File: config.mk
export PLATFORM = sky130hd
export DESIGN_NAME = exec_stage_mc
export DESIGN_NICKNAME = d
export VERILOG_FILES = /design/src/rtl/exec_stage_mc.sv
export SDC_FILE = /design/constraint.sdc
export NUM_CORES = 2
export LEC_CHECK = 0
export CAP_MARGIN = 25
export CORE_MARGIN = 2
export CORE_UTILIZATION = 30
export DETAILED_ROUTE_END_ITERATION = 6
export DONT_BUFFER_PORTS = 1
export GPL_TIMING_DRIVEN = 0
export PLACE_DENSITY_LB_ADDON = 0.08
export RECOVER_POWER = 100
export REMOVE_ABC_BUFFERS = 1
export SLEW_MARGIN = 5
export SYNTH_ARGS = -nofsm -noshare
export SYNTH_HDL_FRONTEND = slang
export SYNTH_SLANG_ARGS = --single-unit
File: constraint.sdc
create_clock -name clk -period 9.1 [get_ports clk]
set_clock_uncertainty 0.2 [all_clocks]
set_input_delay 1.82 -clock clk [delete_from_list [all_inputs] [get_ports clk]]
set_output_delay 1.82 -clock clk [all_outputs]
set_load 0.02 [all_outputs]
File: src/rtl/exec_stage_mc.sv
`default_nettype none
// ============================================================================
//  Module   : exec_stage_mc
//  Brief    : Execute stage with forwarding, branch resolve, valid/ready
//             handshake, EX/MEM output register and iterative MUL/DIVU/REMU.
//  Revision : 1.0 - initial release
// ============================================================================
module exec_stage_mc #(
    parameter int DATA_W     = 32,
    parameter int REG_ADDR_W = 5
) (
    input  logic                  clk,
    input  logic                  rst,
    input  logic                  in_valid,
    output logic                  in_ready,
    input  logic [3:0]            exe_cmd,
    input  logic [DATA_W-1:0]     val1,
    input  logic [DATA_W-1:0]     val2,
    input  logic [DATA_W-1:0]     val_src2,
    input  logic [DATA_W-1:0]     pc_in,
    input  logic [1:0]            br_type,
    input  logic                  wb_en,
    input  logic                  mem_write,
    input  logic                  mem_read,
    input  logic [REG_ADDR_W-1:0] dest,
    input  logic [DATA_W-1:0]     fwd_mem,
    input  logic [DATA_W-1:0]     fwd_wb,
    input  logic [1:0]            val1_sel,
    input  logic [1:0]            val2_sel,
    input  logic [1:0]            st_sel,
    input  logic                  flush,
    output logic                  out_valid,
    input  logic                  out_ready,
    output logic [DATA_W-1:0]     out_alu,
    output logic [DATA_W-1:0]     out_st_val,
    output logic [DATA_W-1:0]     out_pc,
    output logic [REG_ADDR_W-1:0] out_dest,
    output logic                  out_wb_en,
    output logic                  out_mem_write,
    output logic                  out_mem_read,
    output logic                  br_taken,
    output logic [DATA_W-1:0]     br_addr,
    output logic                  busy
);

    localparam int c_sh_w = $clog2(DATA_W);

    localparam logic [1:0] c_st_idle = 2'd0;
    localparam logic [1:0] c_st_iter = 2'd1;
    localparam logic [1:0] c_st_done = 2'd2;

    localparam logic [3:0] c_op_mul  = 4'd11;
    localparam logic [3:0] c_op_divu = 4'd12;
    localparam logic [3:0] c_op_remu = 4'd13;

    localparam logic [c_sh_w-1:0] c_cnt_last = c_sh_w'(DATA_W - 1);

    function automatic logic [DATA_W-1:0] fwd_pick(
        input logic [1:0]        sel,
        input logic [DATA_W-1:0] own,
        input logic [DATA_W-1:0] m,
        input logic [DATA_W-1:0] w
    );
        case (sel)
            2'b01:   fwd_pick = m;
            2'b10:   fwd_pick = w;
            default: fwd_pick = own;
        endcase
    endfunction

    logic [1:0]          r_state;
    logic [c_sh_w-1:0]   r_cnt;
    logic [3:0]          r_cmd;
    logic [DATA_W-1:0]   r_opa, r_opb, r_acc;
    logic [DATA_W-1:0]   r_st, r_pc;
    logic [REG_ADDR_W-1:0] r_dest;
    logic                r_wb_en, r_mem_write, r_mem_read;

    logic [DATA_W-1:0]   w_a, w_b, w_st, w_alu;
    logic [DATA_W-1:0]   w_acc_n, w_opa_n, w_opb_n, w_iter_res;
    logic [DATA_W:0]     w_rem_shift, w_diff;
    logic                w_ge, w_is_iter, w_out_free, w_accept, w_last;
    logic                w_single_load, w_iter_load;

    assign w_a  = fwd_pick(val1_sel, val1, fwd_mem, fwd_wb);
    assign w_b  = fwd_pick(val2_sel, val2, fwd_mem, fwd_wb);
    assign w_st = fwd_pick(st_sel, val_src2, fwd_mem, fwd_wb);

    always_comb begin
        w_alu = '0;
        case (exe_cmd)
            4'd0:    w_alu = w_b;
            4'd1:    w_alu = ~w_b;
            4'd2:    w_alu = w_a + w_b;
            4'd3:    w_alu = w_a - w_b;
            4'd4:    w_alu = w_a & w_b;
            4'd5:    w_alu = w_a | w_b;
            4'd6:    w_alu = ~(w_a | w_b);
            4'd7:    w_alu = w_a ^ w_b;
            4'd8:    w_alu = w_a << w_b[c_sh_w-1:0];
            4'd9:    w_alu = $signed(w_a) >>> w_b[c_sh_w-1:0];
            4'd10:   w_alu = w_a >> w_b[c_sh_w-1:0];
            default: w_alu = '0;
        endcase
    end

    assign w_is_iter  = (exe_cmd == c_op_mul) | (exe_cmd == c_op_divu) | (exe_cmd == c_op_remu);
    assign w_out_free = ~out_valid | out_ready;
    assign in_ready   = (r_state == c_st_idle) & w_out_free & ~flush;
    assign w_accept   = in_valid & in_ready;
    assign busy       = (r_state != c_st_idle);

    // MUL keeps multiplicand in opa, multiplier in opb; divide keeps divisor in
    // opa and the dividend shifting out of opb while quotient bits shift in.
    assign w_rem_shift = {r_acc, r_opb[DATA_W-1]};
    assign w_diff      = w_rem_shift - {1'b0, r_opa};
    assign w_ge        = ~w_diff[DATA_W];

    always_comb begin
        if (r_cmd == c_op_mul) begin
            w_acc_n = r_acc + (r_opb[0] ? r_opa : '0);
            w_opa_n = r_opa << 1;
            w_opb_n = r_opb >> 1;
        end else begin
            w_acc_n = w_ge ? w_diff[DATA_W-1:0] : w_rem_shift[DATA_W-1:0];
            w_opa_n = r_opa;
            w_opb_n = {r_opb[DATA_W-2:0], w_ge};
        end
    end

    assign w_last = (r_state == c_st_iter) & (r_cnt == c_cnt_last);

    // The last step's result goes straight to the output when it is free, so
    // DONE is only occupied while the MEM stage applies backpressure.
    always_comb begin
        if (r_state == c_st_iter)
            w_iter_res = (r_cmd == c_op_divu) ? w_opb_n : w_acc_n;
        else
            w_iter_res = (r_cmd == c_op_divu) ? r_opb : r_acc;
    end

    assign w_single_load = w_accept & ~w_is_iter;
    assign w_iter_load   = (w_last | (r_state == c_st_done)) & w_out_free & ~flush;

    always_comb begin
        case (br_type)
            2'b01:   br_taken = (w_a == w_st) & w_accept;
            2'b10:   br_taken = (w_a != w_st) & w_accept;
            2'b11:   br_taken = w_accept;
            default: br_taken = 1'b0;
        endcase
    end

    assign br_addr = pc_in + val2;

    always_ff @(posedge clk or posedge rst) begin
        if (rst) begin
            r_state     <= c_st_idle;
            r_cnt       <= '0;
            r_cmd       <= '0;
            r_opa       <= '0;
            r_opb       <= '0;
            r_acc       <= '0;
            r_st        <= '0;
            r_pc        <= '0;
            r_dest      <= '0;
            r_wb_en     <= 1'b0;
            r_mem_write <= 1'b0;
            r_mem_read  <= 1'b0;
        end else if (flush) begin
            r_state <= c_st_idle;
        end else begin
            case (r_state)
                c_st_idle: if (w_accept & w_is_iter) begin
                    r_state     <= c_st_iter;
                    r_cnt       <= '0;
                    r_cmd       <= exe_cmd;
                    r_opa       <= (exe_cmd == c_op_mul) ? w_a : w_b;
                    r_opb       <= (exe_cmd == c_op_mul) ? w_b : w_a;
                    r_acc       <= '0;
                    r_st        <= w_st;
                    r_pc        <= pc_in;
                    r_dest      <= dest;
                    r_wb_en     <= wb_en;
                    r_mem_write <= mem_write;
                    r_mem_read  <= mem_read;
                end
                c_st_iter: begin
                    r_opa <= w_opa_n;
                    r_opb <= w_opb_n;
                    r_acc <= w_acc_n;
                    r_cnt <= r_cnt + c_sh_w'(1);
                    if (w_last)
                        r_state <= w_out_free ? c_st_idle : c_st_done;
                end
                c_st_done: if (w_out_free) r_state <= c_st_idle;
                default:   r_state <= c_st_idle;
            endcase
        end
    end

    always_ff @(posedge clk or posedge rst) begin
        if (rst) begin
            out_valid     <= 1'b0;
            out_alu       <= '0;
            out_st_val    <= '0;
            out_pc        <= '0;
            out_dest      <= '0;
            out_wb_en     <= 1'b0;
            out_mem_write <= 1'b0;
            out_mem_read  <= 1'b0;
        end else if (flush) begin
            out_valid <= 1'b0;
        end else if (w_single_load) begin
            out_valid     <= 1'b1;
            out_alu       <= w_alu;
            out_st_val    <= w_st;
            out_pc        <= pc_in;
            out_dest      <= dest;
            out_wb_en     <= wb_en;
            out_mem_write <= mem_write;
            out_mem_read  <= mem_read;
        end else if (w_iter_load) begin
            out_valid     <= 1'b1;
            out_alu       <= w_iter_res;
            out_st_val    <= r_st;
            out_pc        <= r_pc;
            out_dest      <= r_dest;
            out_wb_en     <= r_wb_en;
            out_mem_write <= r_mem_write;
            out_mem_read  <= r_mem_read;
        end else if (out_ready) begin
            out_valid <= 1'b0;
        end
    end

endmodule
`default_nettype wire

==> results_dict.tcl <==
set metrics [dict create \
    powerDensity_nw_per_um2 255 \
    syn_to_final_growth_pct 9.35 \
    clk_path_buf_depth 3 \
    p_leak_nw 14.3 \
    path_delay_family "compound AO/OA/AOI/OAI gates" \
    cts_sinks 284 \
    setup_viol 0 \
    fin_setup_tns_ns 0 \
    worstPathMaxFanout 46 \
    cts_setup_buffers 0 \
    wl_per_cell_um 26.6 \
    synth_flop_cell "dfrtp_1" \
    final_hold_viol_count 0 \
    internal-power_mw 4.41 \
    clkTransAtPathRegs_ns 0.06 \
    cts_tree "built" \
    power_switching_share_pct 48.8 \
    drtPass1Iterations 7 \
    die_w_um 325 \
    cts_root_buf "clkbuf_16" \
    syn_avg_cell_area_um2 7.30 \
    utilization_pct 33.1 \
    first_iter_violations 3025 \
    cp_slowest_cell "a2111oi_0" \
    vias_per_cell 5.80 \
    drc 0 \
    overflow 0 \
    cp_data_arrival_time_ns 9.14 \
    slowest_delay_ns 1.02 \
    hold_class "reg2reg" \
    reg2reg_from "out_valid$_DFFE_PP0P_" \
    seqPwrFrac_pct 26.4 \
    syn_inst 4222 \
    worstMarginPinSlew_ns 4.02 \
    drt_wl_total_mm 144 \
    comb_power_share_pct 54.2 \
    num_antenna_cells 0 \
    synthesis.area_um2 30800 \
    critical_path.endpoint_type "flop" \
    fin_crit_sh_pct 97.4 \
    ir_drop_uv 139 \
    cp-startpoint "val2_sel[0]" \
    reg2reg_depth 11 \
    postRouteAntennaNets 0 \
    numCtsBuffers 42 \
    ys_types 99 \
    reg2reg_slack_ns 1.77 \
    cp.required_ns 9.38 \
    yosysTopAreaCell "dfrtp_1" \
    core_region_area_um2 102000 \
    min_period_ns 8.86 \
    synth_edf_count 0 \
    hpwl_mm 110 \
    hold_depth 2 \
    fp-row-count 117 \
    fmax_ghz 0.113 \
    numPortBuffers 0 \
    vias 31487 \
    layout_commonest_cell "nand2_1" \
    grt_max_degree 131 \
    cap_violations 14 \
    finalNetCount 4465 \
    ys_seq_elements 284 \
    max_slew_margin_pct -170 \
    fp.dieArea_um2 105000 \
    timing.critical_path.buf_inv 2 \
    clock_power_share_pct 19.4 \
    grt_first_pass_wirelength_mm 210 \
    status "finished, violations left" \
    place_inst 5357 \
    grtUsageTotal_pct 26.3 \
    rsz0062_at_grt "no" \
    slew_viol_final 616 \
    first_global_vias 29441 \
    start_kind "primary input" \
    worstSetupPathDepth 19 \
    power.total_mw 8.61 \
    fp.dieH_um 325 \
    instances_no_fill 5430 \
    layout-drive-gt1-share_pct 6.47 \
    crit_top_cell "ha_1" \
    ys_warn_count 0 \
    cts.htree.levels 2 \
    min_to "r_pc[0]$_DFFE_PP0P_" \
    mostFrequentLayoutCells "891 x nand2_1, 327 x o21ai_0, 309 x nor2_1" \
    cts_hold_buffers 0 \
    min_from "r_pc[0]$_DFFE_PP0P_" \
    crit_chain "inv_1, ha_2, a221oi_2, or2_4, buf_16, ha_1, nand3_1, nor2_1, and4_1, nand4_1, o31ai_1, xnor2_1, ha_1, mux2i_1, o22ai_1, a2111oi_0, o221ai_1, o32a_1, a221o_1" \
    antenna_found_initial 4 \
    power.net_switching_mw 4.20 \
    cts-resized-gates 0 \
    io_pins 357 \
    place_congestion 0.966 \
    violations "max-capacitance violations, max-slew violations" \
    async_reset_ff_share_pct 100 \
    worstReg2RegEnd "out_st_val[7]$_DFFE_PP0P_" \
    synth_area_leaders "dfrtp_1 23%, nand2_1 11%, ha_1 8.4%" \
    clk_latency_ns 0.60 \
    yosysSeqAreaShare_pct 23.1 \
    synth_top_area_share_pct 23.1 \
    criticalPathCategory "in2reg" \
    initial_core_util_pct 30.3 \
]
## per-stage QoR
step | hold WS (ns) | area, µm² | setup slack [ns]
finish | 0.271 | 33700 | 0.237
global placement | 0.258 | 31300 | -11.66
floorplan | 0.245 | 29600 | -1.96
detailed placement | 0.261 | 32600 | 0.0603
global route | 0.290 | 33700 | 0.288
CTS | 0.276 | 34000 | 0.683
## flip-flops by register name, summed over array words and instances, names as in the netlist, 2 cells and up
| register | flops |
|---|---|
| out_alu | 32 |
| out_dest | 5 |
| out_pc | 32 |
| out_st_val | 32 |
| r_acc | 32 |
| r_cmd | 4 |
| r_cnt | 5 |
| r_dest | 5 |
| r_opa | 32 |
| r_opb | 32 |
| r_pc | 32 |
| r_st | 32 |
| r_state | 2 |
## layout make-up
| type | instances | area, µm² |
|---|---|---|
| sequential | 284 | 7110 |
| inverter | 159 | 598 |
| clock buffer | 61 | 1270 |
| clock inverter | 9 | 98.8 |
| timing repair buffer | 64 | 932 |
| multi-input combinational | 3485 | 22000 |
| tap | 1368 | 1710 |
| fill | 11112 | 68200 |
## worst max-delay path by stage
stage                         endpoint  slack [ns]
2_1_floorplan   out_alu[6]$_DFFE_PP0P_       -1.96
3_3_place_gp   out_alu[20]$_DFFE_PP0P_      -11.66
3_5_place_dp   out_alu[26]$_DFFE_PP0P_        0.06
4_1_cts        out_alu[26]$_DFFE_PP0P_        0.68
5_1_grt        out_alu[26]$_DFFE_PP0P_        0.29
6_report       out_alu[26]$_DFFE_PP0P_        0.24
## cell families (layout without fill, tap and decap cells)
family          count (synthesis)  after routing  share of synthesized area (%)
mux                           210            210                           7.77
fa+ha+maj                     212            212                           8.70
flops                         284            284                           23.1
compound gates               1370           1370                           28.4
buf+inv                       453            293                           6.03
simple gates                 1495           1495                           20.4
xor+xnor                      198            198                           5.62
## tightest hold or removal path: stages, from the launching register on
cell     delay [ns]
dfrtp_1        0.34
nand2_1        0.05
nand2_1        0.06
## routing by layer
layer	track usage (%)	share of wire, %
met1	35.7	45
met2	42.7	46
met3	4.13	6.0
met4	8.17	3.2
met5	0	0.0076
## cells in the mapped netlist, types with 77 or more instances
| cell type | instances |
|---|---|
| a22oi_1 | 77 |
| a31oi_1 | 126 |
| o21ai_0 | 324 |
| mux2i_1 | 147 |
| a211oi_1 | 77 |
| nor2_1 | 314 |
| xnor2_1 | 145 |
| inv_1 | 149 |
| clkbuf_1 | 193 |
| a21oi_1 | 305 |
| dfrtp_1 | 284 |
| nand2_1 | 891 |
| ha_1 | 208 |
## power groups by stage
stage / logic [mW] / clock network [mW] / registers [mW]
final: 4.67 / 1.67 / 2.27
after global routing: 5.14 / 1.76 / 2.32
after CTS: 4.65 / 1.72 / 2.29
after detailed placement: 4.62 / 0 / 2.31
after global placement: 4.56 / 0 / 2.32
after floorplan: 3.30 / 0 / 2.07
Note: power is estimated with default switching activity, not from simulation.
